==> config.mk <==
export PLATFORM = sky130hd
export DESIGN_NAME = cpu5_core_mc_flat
export DESIGN_NICKNAME = d
export VERILOG_FILES = /design/src/rtl/cpu5_core_mc_if.sv /design/src/rtl/cpu5_core_mc.sv /design/src/flat_wrapper.sv
export SDC_FILE = /design/constraint.sdc
export NUM_CORES = 1
export LEC_CHECK = 0
export ABC_AREA = 1
export ABC_CLOCK_PERIOD_IN_PS = 1400
export BUFFER_PORTS_ARGS = -buffer_cell sky130_fd_sc_hd__buf_2
export CELL_PAD_IN_SITES_DETAIL_PLACEMENT = 2
export CELL_PAD_IN_SITES_GLOBAL_PLACEMENT = 2
export CORE_ASPECT_RATIO = 1.75
export CORE_MARGIN = 1.5
export CORE_UTILIZATION = 25
export DETAILED_ROUTE_END_ITERATION = 8
export PLACE_DENSITY = 0.74
export SLEW_MARGIN = 15
export SYNTH_ARGS = -nofsm -noshare
export SYNTH_HDL_FRONTEND = slang
export SYNTH_SLANG_ARGS = --single-unit
export TNS_END_PERCENT = 30
==> constraint.sdc <==
create_clock -name clk -period 1.4 [get_ports clk]
set_clock_uncertainty 0.15 [all_clocks]
set_input_delay 0.07 -clock clk [delete_from_list [all_inputs] [get_ports clk]]
set_output_delay 0.07 -clock clk [all_outputs]
set_load 0.05 [all_outputs]
==> src/rtl/cpu5_core_mc_if.sv <==
// cpu5_core_mc_if: instruction and data memory request/acknowledge buses
interface cpu5_core_mc_if #(parameter int XLEN = 32);
  logic            imem_req, imem_ack;
  logic [XLEN-1:0] imem_addr, imem_rdata;
  logic            dmem_req, dmem_we, dmem_ack;
  logic [XLEN-1:0] dmem_addr, dmem_wdata, dmem_rdata;
  modport master (
    output imem_req, imem_addr, dmem_req, dmem_we, dmem_addr, dmem_wdata,
    input  imem_ack, imem_rdata, dmem_ack, dmem_rdata
  );
  modport slave (
    input  imem_req, imem_addr, dmem_req, dmem_we, dmem_addr, dmem_wdata,
    output imem_ack, imem_rdata, dmem_ack, dmem_rdata
  );
endinterface

==> src/rtl/cpu5_core_mc.sv <==
// cpu5_core_mc: multicycle FETCH/DECODE/EXEC/MEM/WB sequencer with misaligned-fetch halt
module cpu5_core_mc #(
  parameter int              XLEN     = 32,
  parameter logic [XLEN-1:0] RESET_PC = '0,
  parameter int              CNT_W    = 32
) (
  input  logic              clk,
  input  logic              reset,
  cpu5_core_mc_if.master    bus,
  input  logic              memtoreg,
  input  logic              memwrite,
  input  logic              regwrite,
  input  logic [XLEN-1:0]   alu_result,
  input  logic [XLEN-1:0]   store_data,
  input  logic [XLEN-1:0]   next_pc,
  output logic [XLEN-1:0]   pc,
  output logic [XLEN-1:0]   instr,
  output logic              rf_we,
  output logic [XLEN-1:0]   rf_wdata,
  output logic [CNT_W-1:0]  instret,
  output logic              fault
);
  typedef enum logic [2:0] {FETCH, DECODE, EXEC, MEM, WB, HALT} state_t;
  state_t state, state_nx;
  logic [XLEN-1:0] alu_q, sd_q, npc_q, load_q;
  logic m2r_q, mw_q, rw_q;
  always_ff @(posedge clk or negedge reset)
    if (!reset) state <= FETCH;
    else        state <= state_nx;
  always_comb begin
    state_nx = state;
    case (state)
      FETCH:   state_nx = |pc[1:0] ? HALT : (bus.imem_ack ? DECODE : FETCH);
      DECODE:  state_nx = EXEC;
      EXEC:    state_nx = (memtoreg | memwrite) ? MEM : WB;
      MEM:     state_nx = bus.dmem_ack ? WB : MEM;
      WB:      state_nx = |npc_q[1:0] ? HALT : FETCH;
      default: state_nx = HALT;
    endcase
  end
  // imem_req is gated by reset so nothing is requested while reset is held
  always_comb begin
    bus.imem_req   = reset && state == FETCH && pc[1:0] == 2'b00;
    bus.imem_addr  = pc;
    bus.dmem_req   = state == MEM;
    bus.dmem_we    = bus.dmem_req && mw_q;
    bus.dmem_addr  = alu_q;
    bus.dmem_wdata = sd_q;
    rf_we          = state == WB && rw_q;
    rf_wdata       = m2r_q ? load_q : alu_q;
  end
  always_ff @(posedge clk or negedge reset)
    if (!reset) begin
      pc      <= RESET_PC;
      instr   <= '0;
      instret <= '0;
      fault   <= 1'b0;
      alu_q   <= '0;
      sd_q    <= '0;
      npc_q   <= '0;
      load_q  <= '0;
      m2r_q   <= 1'b0;
      mw_q    <= 1'b0;
      rw_q    <= 1'b0;
    end else begin
      if (bus.imem_req && bus.imem_ack) instr <= bus.imem_rdata;
      if (state == EXEC) begin
        alu_q <= alu_result;
        sd_q  <= store_data;
        npc_q <= next_pc;
        m2r_q <= memtoreg;
        mw_q  <= memwrite;
        rw_q  <= regwrite;
      end
      if (bus.dmem_req && bus.dmem_ack && m2r_q) load_q <= bus.dmem_rdata;
      if (state == WB) begin
        pc      <= npc_q;
        instret <= instret + CNT_W'(1);
      end
      if (state != HALT && state_nx == HALT) fault <= 1'b1;
    end
endmodule

==> src/flat_wrapper.sv <==
// flat-port wrapper written by rule: the top's interface ports become plain ports
module cpu5_core_mc_flat 
#(
  parameter int              XLEN     = 32,
  parameter logic [XLEN-1:0] RESET_PC = '0,
  parameter int              CNT_W    = 32
)
  (clk, reset, memtoreg, memwrite, regwrite, alu_result, store_data, next_pc, pc, instr, rf_we, rf_wdata, instret, fault, bus_imem_req, bus_imem_addr, bus_dmem_req, bus_dmem_we, bus_dmem_addr, bus_dmem_wdata, bus_imem_ack, bus_imem_rdata, bus_dmem_ack, bus_dmem_rdata);
  cpu5_core_mc_if #(.XLEN(XLEN)) bus_i ();
  input  logic clk;
  input  logic reset;
  input  logic memtoreg;
  input  logic memwrite;
  input  logic regwrite;
  input  logic [XLEN-1:0] alu_result;
  input  logic [XLEN-1:0] store_data;
  input  logic [XLEN-1:0] next_pc;
  output logic [XLEN-1:0] pc;
  output logic [XLEN-1:0] instr;
  output logic rf_we;
  output logic [XLEN-1:0] rf_wdata;
  output logic [CNT_W-1:0] instret;
  output logic fault;
  output wire logic [$bits(bus_i.imem_req)-1:0] bus_imem_req;
  output wire logic [$bits(bus_i.imem_addr)-1:0] bus_imem_addr;
  output wire logic [$bits(bus_i.dmem_req)-1:0] bus_dmem_req;
  output wire logic [$bits(bus_i.dmem_we)-1:0] bus_dmem_we;
  output wire logic [$bits(bus_i.dmem_addr)-1:0] bus_dmem_addr;
  output wire logic [$bits(bus_i.dmem_wdata)-1:0] bus_dmem_wdata;
  input wire logic [$bits(bus_i.imem_ack)-1:0] bus_imem_ack;
  input wire logic [$bits(bus_i.imem_rdata)-1:0] bus_imem_rdata;
  input wire logic [$bits(bus_i.dmem_ack)-1:0] bus_dmem_ack;
  input wire logic [$bits(bus_i.dmem_rdata)-1:0] bus_dmem_rdata;
  assign bus_imem_req = bus_i.imem_req;
  assign bus_imem_addr = bus_i.imem_addr;
  assign bus_dmem_req = bus_i.dmem_req;
  assign bus_dmem_we = bus_i.dmem_we;
  assign bus_dmem_addr = bus_i.dmem_addr;
  assign bus_dmem_wdata = bus_i.dmem_wdata;
  assign bus_i.imem_ack = bus_imem_ack;
  assign bus_i.imem_rdata = bus_imem_rdata;
  assign bus_i.dmem_ack = bus_dmem_ack;
  assign bus_i.dmem_rdata = bus_dmem_rdata;
  cpu5_core_mc #(.XLEN(XLEN), .RESET_PC(RESET_PC), .CNT_W(CNT_W)) u_core (.clk(clk), .reset(reset), .bus(bus_i), .memtoreg(memtoreg), .memwrite(memwrite), .regwrite(regwrite), .alu_result(alu_result), .store_data(store_data), .next_pc(next_pc), .pc(pc), .instr(instr), .rf_we(rf_we), .rf_wdata(rf_wdata), .instret(instret), .fault(fault));
endmodule
# Yosys cells after proc, flatten, opt, wreduce, memory -nomap -nowiden
# Index checks and enable logic that the tools add are counted.
# word_totals
wordCells	39
regBits	231
input_bits	167
# classes
reduce_logical	12
eq_ne	6
n_bitwise	1
n_mux	7
addsub	1
# op_table
operator	count
$add 32x1->32 const B	1
$mux 32	1
$pmux 3 s5	1
$mux 3	4
$logic_and 1x1->1	8
$eq 3x2->1 const B	2
$eq 3x3->1 const B	2
$reduce_or 2->1	2
$eq 3x1->1 const B	1
$logic_not 3->1	1
$ne 3x3->1 const B	1
$logic_not 2->1	1
$mux 1	1
$or 1x1->1	1

# Longest topological paths before layout
# depth
word_depth	5
ltp_mapped	9
depth_no_buf	9

# Least setup slack after synthesis
# Ideal clock, no wire load.
# synth_timing
kind	register to output
startpoint	register u_core.m2r_q
endpoint	output port rf_wdata[23]
path_buffers	2
t_arrival_ns	1.878
t_required_ns	1.180
path_slack_ns	-0.698
stages_incl_launch_ff	4
cell_sequence	dfrtp_1 clkbuf_1 clkbuf_1 o21ai_0
# synth_between
elab_chain_cells	1
# synth_lines
element	line	text
start: declaration	cpu5_core_mc.sv:26	logic m2r_q, mw_q, rw_q;
start signal: assignment	cpu5_core_mc.sv:71	m2r_q <= memtoreg;
$mux 32	cpu5_core_mc.sv:50	rf_wdata = m2r_q ? load_q : alu_q;
end: declaration	flat_wrapper.sv:21	output logic [XLEN-1:0] rf_wdata;
# Every way passes these cells.

# Final worst setup path
# layout_timing
startpoint	register u_core.m2r_q
endpoint	output port rf_wdata[10]
# Same word-level chain as after synthesis.

==> results_dict.tcl <==
set metrics [dict create \
    wl_um 56800 \
    start_kind "register" \
    arrival_ps 1760 \
    rsz0062_at_grt "yes" \
    setup_viol 430 \
    die_area_um2 41400 \
    clock_path_buffers 3 \
    synth_cell_types 33 \
    critical_path.max_stage_delay_ps 500 \
    drtPass1Iterations 4 \
    hold_violations 0 \
    power_uw 16800 \
    grt_pass1_vias 12600 \
    vdd_ir_drop_max_mv 0.781 \
    cts_buffers 26 \
    dr_wl_met3_um 2070 \
    period_share 1.42 \
    cts-root-buf "clkbuf_16" \
    layout_min_cycle_time_ps 1980 \
    min_path_type "input pin to register" \
    cp_slowest_cell "dfrtp_4" \
    yosysWarnings 0 \
    track_usage 0.242 \
    final_area_um2 18800 \
    violations "negative setup slack" \
    max-slew-margin-rel 0.580 \
    finalNetCount 1945 \
    clk_pin_slew_worst_paths_ps 70 \
    route.detailed.wl_per_inst_um 24.8 \
    path_class "register to output port" \
    syn_to_final_growth_pct 87.4 \
    finalMaxSlewViolations 0 \
    overflow 0 \
    vias 10800 \
    ant_nets 0 \
    die_x_um 154 \
    tns_ps -84850 \
    routed_via_density 4.72 \
    route.met2.wl_um 32700 \
    tightest_slew_ps 631 \
    status "complete, but fails checks" \
    core_um2 39400 \
    start_util 0.254 \
    insertion_delay_ps 540 \
    synthCells 1096 \
    ys_seq_area_frac 0.577 \
    setup_slack_ps -582 \
    power.density_nw_per_um2 895 \
    critPathRequiredTime_ps 1180 \
    max_freq_mhz 505 \
    ctsHtreeMaxLevel 1 \
    hpwlAfterDp_um 30100 \
    placed_area_um2 13600 \
    clock-sinks 231 \
    syn_nets 1264 \
    crit_chain "buf_6 -> buf_12 -> o21ai_4 -> buf_8" \
    leakage_uw 0.00939 \
    cts_tree "yes" \
    crit_fanout 8 \
    grt_pass1_wl_um 75000 \
    end_kind "output port" \
    drive_gt1_frac 0.531 \
    io_pins 396 \
    fillerInstances 3995 \
    ys_ff_latch 231 \
    maxUsedRoutingLayer "met4" \
    rows 96 \
    grt_max_degree 109 \
    m1WireLength_um 18400 \
    drc 0 \
    netlist_area_um2 10000 \
    io_buffers 395 \
    gp_congestion 0.798 \
    drv_cap 0 \
    avgSynthCellArea_um2 9.15 \
    die_h_um 268 \
    antenna_found_initial 7 \
    dpl_worst_slack_ps -373 \
    drt_iter0_drc 334 \
]
-- where the power goes --
part / switching, µW / internal [µW]
registers: 89.7 / 6820
logic: 1320 / 881
clock network: 3140 / 4560
total: 4550 / 12300
-- timing repair --
item	4_1_cts	5_1_grt
cloned	10	11
hold buffers	166	0
pin swaps	21	72
hold endpoints to repair	398	0
gates resized for setup	204	310
setup buffers	21	24
endpoints found under the setup margin	441	456
-- routing by layer --
layer  track usage  vias to the layer above
met5             0                        -
met3        0.0350                      169
met1         0.224                     5480
met2         0.487                      384
met4         0.152                        0
li1              -                     4794
-- critical path: cells and delay by family, from the launching register on --
family	cells	cell delay (ps)
flip-flops	1	500
buffers and inverters	3	490
AO/OA/AOI/OAI	1	210
-- state kept, by name, summed over array words and instances, names as in the netlist --
| name | cells |
|---|---|
| u_core.bus.dmem_addr | 32 |
| u_core.bus.dmem_wdata | 32 |
| u_core.bus.imem_addr | 32 |
| u_core.fault | 1 |
| u_core.instr | 32 |
| u_core.instret | 32 |
| u_core.load_q | 32 |
| u_core.m2r_q | 1 |
| u_core.mw_q | 1 |
| u_core.npc_q | 32 |
| u_core.rw_q | 1 |
| u_core.state | 3 |
-- cells in the mapped netlist --
cell type	number	area [µm²]
nand2_1	238	893
dfrtp_1	231	5780
inv_1	130	488
nor2_1	99	372
o21ai_0	94	470
a21oi_1	66	330
nand3_1	56	280
buf_4	36	270
mux2_2	31	349
buf_2	24	120
clkbuf_1	12	45.0
nand4_1	11	68.8
xnor2_1	10	87.6
xor2_1	10	87.6
nor2_2	7	43.8
buf_6	6	67.6
inv_2	5	18.8
nor2_4	5	56.3
nor3_1	4	20.0
o21ai_1	3	15.0
clkbuf_2	2	10.0
mux2_1	2	22.5
nand3_2	2	20.0
nand3b_1	2	15.0
nor3_2	2	20.0
a22oi_1	1	7.51
buf_1	1	3.75
ha_1	1	12.5
nand2_2	1	6.26
nand2_4	1	11.3
nand3_4	1	17.5
o21bai_1	1	7.51
or2_2	1	6.26
-- cell usage in the layout, fill, tap and decap left out, drive strengths merged, types with 4 or more instances in the layout --
master	count
clkbuf	47
dfrtp	231
diode	7
bufinv	4
nand3	59
buf	555
nor2	111
a21oi	66
nor3	6
nand2	243
xor2	10
inv	135
mux2	33
nand4	11
dlygate4sd3	166
xnor2	10
clkinv	7
o21ai	97
-- final cells by class --
type / count / area [µm²] / area share
inverter: 135 / 534 / 0.0284
antenna: 7 / 17.5 / 0.000932
clock inverter: 11 / 173 / 0.00919
multi-input combinational: 652 / 4750 / 0.253
sequential: 231 / 5820 / 0.310
clock buffer: 37 / 763 / 0.0406
tap: 490 / 613 / 0.0326
timing repair buffer: 731 / 6110 / 0.325
-- per-stage QoR --
step	hold slack, ps	instances	utilization
after detailed placement	118	2012	0.345
after floorplan	-376	1096	-
after global routing	89.3	2294	0.477
after CTS	55.8	2256	0.439
final	94.2	2294	0.477
after global placement	121	2012	0.345
-- final timing paths --
check | startpoint | endpoint | slack, ps | cells after the start
max | u_core.m2r_q | rf_wdata[10] | -580 | 4
min | reset | u_core.instr[8] | 90 | 7
max reg2reg | u_core.instret[0] | u_core.instret[30] | -390 | 9
min reg2reg | u_core.fault | u_core.fault | 310 | 2
max in group asynchronous | reset | u_core.load_q[3] | 390 | 4
min in group asynchronous | reset | u_core.instret[28] | 130 | 4
-- logic make-up (layout without fill, tap and decap cells) --
| kind of cell | count (synthesis) | in the layout | synth area share |
|---|---|---|---|
| DFF | 231 | 231 | 0.577 |
| and+or+nand+nor | 430 | 433 | 0.183 |
| AOI/OAI and AO/OA | 165 | 165 | 0.0829 |
| muxes | 33 | 33 | 0.0371 |
| buffers and inverters | 216 | 914 | 0.102 |
| other | 0 | 7 | 0 |
| xor gates and xnor gates | 20 | 20 | 0.0175 |
| adders and majority gates | 1 | 1 | 0.00125 |
No activity file was read; power rests on OpenSTA's default activity.
